===== config.mk =====
export PLATFORM = sky130hd
export DESIGN_NAME = seg_scan_driver_flat
export DESIGN_NICKNAME = d
export VERILOG_FILES = /design/src/rtl/seg_scan_if.sv /design/src/rtl/seg_scan_driver.sv /design/src/flat_wrapper.sv
export SDC_FILE = /design/constraint.sdc
export NUM_CORES = 1
export LEC_CHECK = 0
export BUFFER_PORTS_ARGS = -buffer_cell sky130_fd_sc_hd__buf_2
export CAP_MARGIN = 20
export CORE_MARGIN = 2
export CORE_UTILIZATION = 40
export DETAILED_ROUTE_END_ITERATION = 6
export SLEW_MARGIN = 10
export SYNTH_ARGS = -nofsm -noshare
export SYNTH_HDL_FRONTEND = slang
export SYNTH_SLANG_ARGS = --single-unit
export TNS_END_PERCENT = 30

===== constraint.sdc =====
create_clock -name clk -period 1.65 [get_ports clk]
set_clock_uncertainty 0.2 [all_clocks]
set_input_delay 0.0825 -clock clk [delete_from_list [all_inputs] [get_ports clk]]
set_output_delay 0.0825 -clock clk [all_outputs]
set_load 0.005 [all_outputs]

===== src/rtl/seg_scan_if.sv =====
// seg_scan_if: segment-pattern input and scan-bus outputs of the 7-seg driver.
// master = upstream encoder side, slave = seg_scan_driver.
interface seg_scan_if #(
  parameter int NUM_DIGITS = 4
) ();
  logic [8*NUM_DIGITS-1:0] seg_in;
  logic                    load;
  logic [7:0]              seg_out;
  logic [NUM_DIGITS-1:0]   dig_sel;
  logic                    pending;
  logic                    frame_done;

  modport master (
    output seg_in, load,
    input  seg_out, dig_sel, pending, frame_done
  );

  modport slave (
    input  seg_in, load,
    output seg_out, dig_sel, pending, frame_done
  );
endinterface


===== src/rtl/seg_scan_driver.sv =====
// seg_scan_driver: time-multiplexed 7-seg scan, double-buffered per frame.
// Ports: clk, rst (sync, active-high), bus (seg_scan_if.slave):
//   seg_in/load in; seg_out, dig_sel, pending, frame_done out.
// Build option SEG_ACTIVE_LOW_EN: invert seg_out/dig_sel (common anode).
module seg_scan_driver #(
  parameter int NUM_DIGITS   = 4,
  parameter int REFRESH_DIV  = 1000,
  parameter int BLANK_CYCLES = 2
) (
  input  logic       clk,
  input  logic       rst,
  seg_scan_if.slave  bus
);

  localparam int DW = (REFRESH_DIV > 1) ? $clog2(REFRESH_DIV) : 1;
  localparam int IW = (NUM_DIGITS > 1) ? $clog2(NUM_DIGITS) : 1;
  localparam logic [DW-1:0] DIV_LAST  = DW'(REFRESH_DIV - 1);
  localparam logic [IW-1:0] IDX_LAST  = IW'(NUM_DIGITS - 1);
  localparam logic [DW-1:0] BLANK_END = DW'(BLANK_CYCLES);

`ifdef SEG_ACTIVE_LOW_EN
  localparam logic POL = 1'b1;
`else
  localparam logic POL = 1'b0;
`endif

  localparam logic [7:0]            SEG_OFF = {8{POL}};
  localparam logic [NUM_DIGITS-1:0] DIG_OFF = {NUM_DIGITS{POL}};

  typedef logic [NUM_DIGITS-1:0][7:0] buf_t;

  logic [DW-1:0]         div_q, div_d;
  logic [IW-1:0]         idx_q, idx_d;
  buf_t                  disp_q, disp_d;
  buf_t                  shad_q, shad_d;
  logic                  pend_q, pend_d;
  logic [7:0]            seg_q, seg_d;
  logic [NUM_DIGITS-1:0] dig_q, dig_d;
  logic                  done_q, done_d;

  logic                  last_div;
  logic                  last_idx;
  logic                  bnd;
  logic                  blank;
  logic [7:0]            seg_raw;
  logic [NUM_DIGITS-1:0] dig_raw;

  always_comb begin
    last_div = (div_q == DIV_LAST);
    last_idx = (idx_q == IDX_LAST);
    bnd      = last_div && last_idx;

    div_d = last_div ? '0 : div_q + DW'(1);
    idx_d = idx_q;
    if (last_div)
      idx_d = last_idx ? '0 : idx_q + IW'(1);

    disp_d = disp_q;
    shad_d = shad_q;
    pend_d = pend_q;
    if (bus.load) begin
      // a load on the boundary bypasses the shadow
      shad_d = bus.seg_in;
      pend_d = !bnd;
      if (bnd)
        disp_d = bus.seg_in;
    end else if (bnd && pend_q) begin
      disp_d = shad_q;
      pend_d = 1'b0;
    end

    blank   = (div_q < BLANK_END);
    seg_raw = blank ? '0 : disp_q[idx_q];
    dig_raw = blank ? '0 : (NUM_DIGITS'(1) << idx_q);
    seg_d   = seg_raw ^ SEG_OFF;
    dig_d   = dig_raw ^ DIG_OFF;
    done_d  = bnd;
  end

  always_ff @(posedge clk) begin
    if (rst) begin
      div_q  <= '0;
      idx_q  <= '0;
      disp_q <= '0;
      shad_q <= '0;
      pend_q <= 1'b0;
      seg_q  <= SEG_OFF;
      dig_q  <= DIG_OFF;
      done_q <= 1'b0;
    end else begin
      div_q  <= div_d;
      idx_q  <= idx_d;
      disp_q <= disp_d;
      shad_q <= shad_d;
      pend_q <= pend_d;
      seg_q  <= seg_d;
      dig_q  <= dig_d;
      done_q <= done_d;
    end
  end

  assign bus.seg_out    = seg_q;
  assign bus.dig_sel    = dig_q;
  assign bus.pending    = pend_q;
  assign bus.frame_done = done_q;

endmodule


===== src/flat_wrapper.sv =====
// flat-port wrapper written by rule: the top's interface ports become plain ports
module seg_scan_driver_flat 
#(
  parameter int NUM_DIGITS   = 4,
  parameter int REFRESH_DIV  = 1000,
  parameter int BLANK_CYCLES = 2
)
  (clk, rst, bus_seg_in, bus_load, bus_seg_out, bus_dig_sel, bus_pending, bus_frame_done);
  seg_scan_if #(.NUM_DIGITS(NUM_DIGITS)) bus_i ();
  input  logic clk;
  input  logic rst;
  input wire logic [$bits(bus_i.seg_in)-1:0] bus_seg_in;
  input wire logic [$bits(bus_i.load)-1:0] bus_load;
  output wire logic [$bits(bus_i.seg_out)-1:0] bus_seg_out;
  output wire logic [$bits(bus_i.dig_sel)-1:0] bus_dig_sel;
  output wire logic [$bits(bus_i.pending)-1:0] bus_pending;
  output wire logic [$bits(bus_i.frame_done)-1:0] bus_frame_done;
  assign bus_i.seg_in = bus_seg_in;
  assign bus_i.load = bus_load;
  assign bus_seg_out = bus_i.seg_out;
  assign bus_dig_sel = bus_i.dig_sel;
  assign bus_pending = bus_i.pending;
  assign bus_frame_done = bus_i.frame_done;
  seg_scan_driver #(.NUM_DIGITS(NUM_DIGITS), .REFRESH_DIV(REFRESH_DIV), .BLANK_CYCLES(BLANK_CYCLES)) u_core (.clk(clk), .rst(rst), .bus(bus_i));
endmodule

==> reports/results.ini <==
[run_status]
status=complete, but fails checks
violations=setup timing

[layout]
diodes=0
stdcell_count=570
drive_gt1_share_pct=32.5
nFillCells=759
nets=494
layout_common_cells=81 x dfxtp_1, 48 x buf_2, 42 x nor2_1, 34 x mux2i_1, 33 x dlygate4sd3_1
final_util_pct=56.0
multi_input_area_um2=1690
synthToLayoutAreaGrowth_pct=37.6
ff_latch_area_um2=1810
final_common_cell=dfxtp_1

[sta]
layout_setup_ws_ns=-0.0347
min_period_over_period_pct=102
max-slew-margin-rel_pct=75.4
fin_crit_ns=1.68
max_slew.worst_pin.slew_ns=0.368
setup_tns_ns=-0.237
rsz0062_at_grt=true
hold_viol=0
finalSetupViolations=17
whs_ns=0.107
drv_slew=0
max_freq_mhz=594

[routing]
wire_per_inst_um=13.9
wl_um=7950
dr_total_vias=2732
drt_iter0_markers=132
drt_pass1_iterations=4
detail-route-antenna-nets=0
drc=0
vias_per_cell=4.79

[place]
place_congestion=0.849
port_buffers=48
dp_hpwl_um=4980
place_inst=512

[floorplanning]
coreArea_um2=8640
ios=49
dieArea_um2=9560
initial_core_util_pct=40.7
core.rowCount=34
fp.dieW_um=97.8
die_h_um=97.8

[synthesis]
synthCells=352
synth_edf_count=0
ys_warn_count=0
avgSynthCellArea_um2=9.99
ys_seq_area_share_pct=51.2
synth_nets=389
ys_ff_latch=90
synth.distinct_cells=34
synth_ff_type=dfxtp_1
syn_area_um2=3520
async_reset_ff_share_pct=0

[grt]
grt_pass1_wl_um=12200
overflow=0
grt_max_degree=59
grt_pass1_vias=2570
grt_antenna_before_repair=0
grt_usage_pct=16.1

[setup_path]
crit_path_end_kind=register
critPathBufInv=2
crit_family=flip-flops
worst_setup_path_start_kind=register
cp_max_fo=5
critical_path.max_stage_delay_ns=0.37
crit_chain=ha_4 > o21ai_4 > nor4_4 > buf_4 > clkbuf_16 > o21ai_0
worst_ep_required_time_ns=1.69
cp.arrival_ns=1.73
cpMaxStageDelayCell=dfxtp_2
critPathKind=reg2reg

[cts]
htree_levels=3
cts_root_buffer=clkbuf_8
cts_buffer_depth=2
clock_sinks=90
insertion_delay_ns=0.35
cts_buffers=9
cts.clk_slew.worst_paths_ns=0.09
cts_tree=yes

[job]
timing.max_cap.violations=0

[pwr]
p_leak_uw=0.00200
peakVddDrop_uv=441
power_uw=4150
p_per_area_nw_per_um2=858

[hold_path]
hold_class=in2reg

## stage by stage
| step | area, um2 | worst slack [ns] |
|---|---|---|
| CTS | 4600 | -0.0243 |
| finish | 4840 | -0.0347 |
| detailed placement | 4030 | -0.0316 |
| global placement | 4030 | 0.00886 |
| floorplan | 3540 | -0.0642 |
| global route | 4840 | -0.0843 |
## power breakdown
group	leakage (uW)	switching [uW]	internal, uW
Sequential	0.000737	24.7	2240
Combinational	0.00116	183	201
Clock	0.000101	723	784
## final cells by class
| cell class | instances | share of cell area, % |
|---|---|---|
| Tap cell | 108 | 2.79 |
| Inverter | 3 | 0.233 |
| Multi-Input combinational cell | 236 | 34.9 |
| Clock buffer | 14 | 3.36 |
| Clock inverter | 2 | 0.724 |
| Sequential cell | 90 | 37.5 |
| Timing Repair Buffer | 117 | 20.6 |
## synth_stat cells, types with 2 or more instances
cell type,number,area share [%]
nor2_1,42,4.5
inv_1,3,0.32
nor3b_1,3,0.64
buf_6,7,2.2
nor2b_1,8,1.4
o21ai_2,2,0.50
dfxtp_1,90,51
buf_2,5,0.71
or2_2,2,0.36
nand3_1,6,0.85
xnor2_1,3,0.75
nor3_1,7,1.0
mux2i_1,34,9.7
nand2b_1,32,5.7
clkbuf_1,9,0.96
xor2_1,2,0.50
ha_1,2,0.71
mux4_2,8,5.1
a21oi_1,4,0.57
nor4_1,2,0.36
nand2_1,37,4.0
nand4_1,2,0.36
o21ai_0,31,4.4
## final timing paths
path	start	to	slack (ns)	cells past startpoint
min	bus_load	u_core.bus.pending$_SDFFE_PP0P_	0.11	4
max reg2reg	u_core.idx_q[0]$_SDFFE_PP0P_	u_core.disp_q[23]$_SDFFE_PP0P_	-0.03	6
max	u_core.idx_q[0]$_SDFFE_PP0P_	u_core.disp_q[23]$_SDFFE_PP0P_	-0.03	6
min reg2reg	u_core.disp_q[19]$_SDFFE_PP0P_	u_core.disp_q[19]$_SDFFE_PP0P_	0.27	2
## kinds of logic (layout without fill, tap and decap cells)
logic type,after synthesis,count (layout),synth area share (%)
multiplexers,42,42,14.8
AND/OR/NAND/NOR,145,145,21.0
adder cells (fa/ha/maj),2,2,0.712
buffers and inverters,27,136,4.70
AO/OA/AOI/OAI,41,42,6.33
XOR/XNOR,5,5,1.25
flip-flops,90,90,51.2
## registers in the layout (all words and copies together), names as in the netlist
name and cells:
u_core.disp_q 32, u_core.shad_q 32, u_core.div_q 10, u_core.bus.seg_out 8, u_core.bus.dig_sel 4, u_core.idx_q 2, u_core.bus.frame_done 1, u_core.bus.pending 1
## tightest hold or removal path, cell delays in order
cell and delay (ns):
buf_2 0.14, buf_4 0.22, nor2_1 0.13, a211oi_1 0.05
## metal layers
metal | global-route usage (%) | wire [um]
met5 | 0 | 0
met4 | 7.05 | 195
met3 | 3.22 | 219
met2 | 26.7 | 3680
met1 | 20.5 | 3860
## timing repair
item                                    in CTS  in global routing
buffers inserted                             0                  2
pin swaps                                    1                  5
gates cloned                                 1                  6
resized for setup                            5                 36
hold buffers                                33                  0
endpoints found under the hold margin       68                  0
endpoints found under the setup margin      22                 52
(Power assumes the default switching activity.)
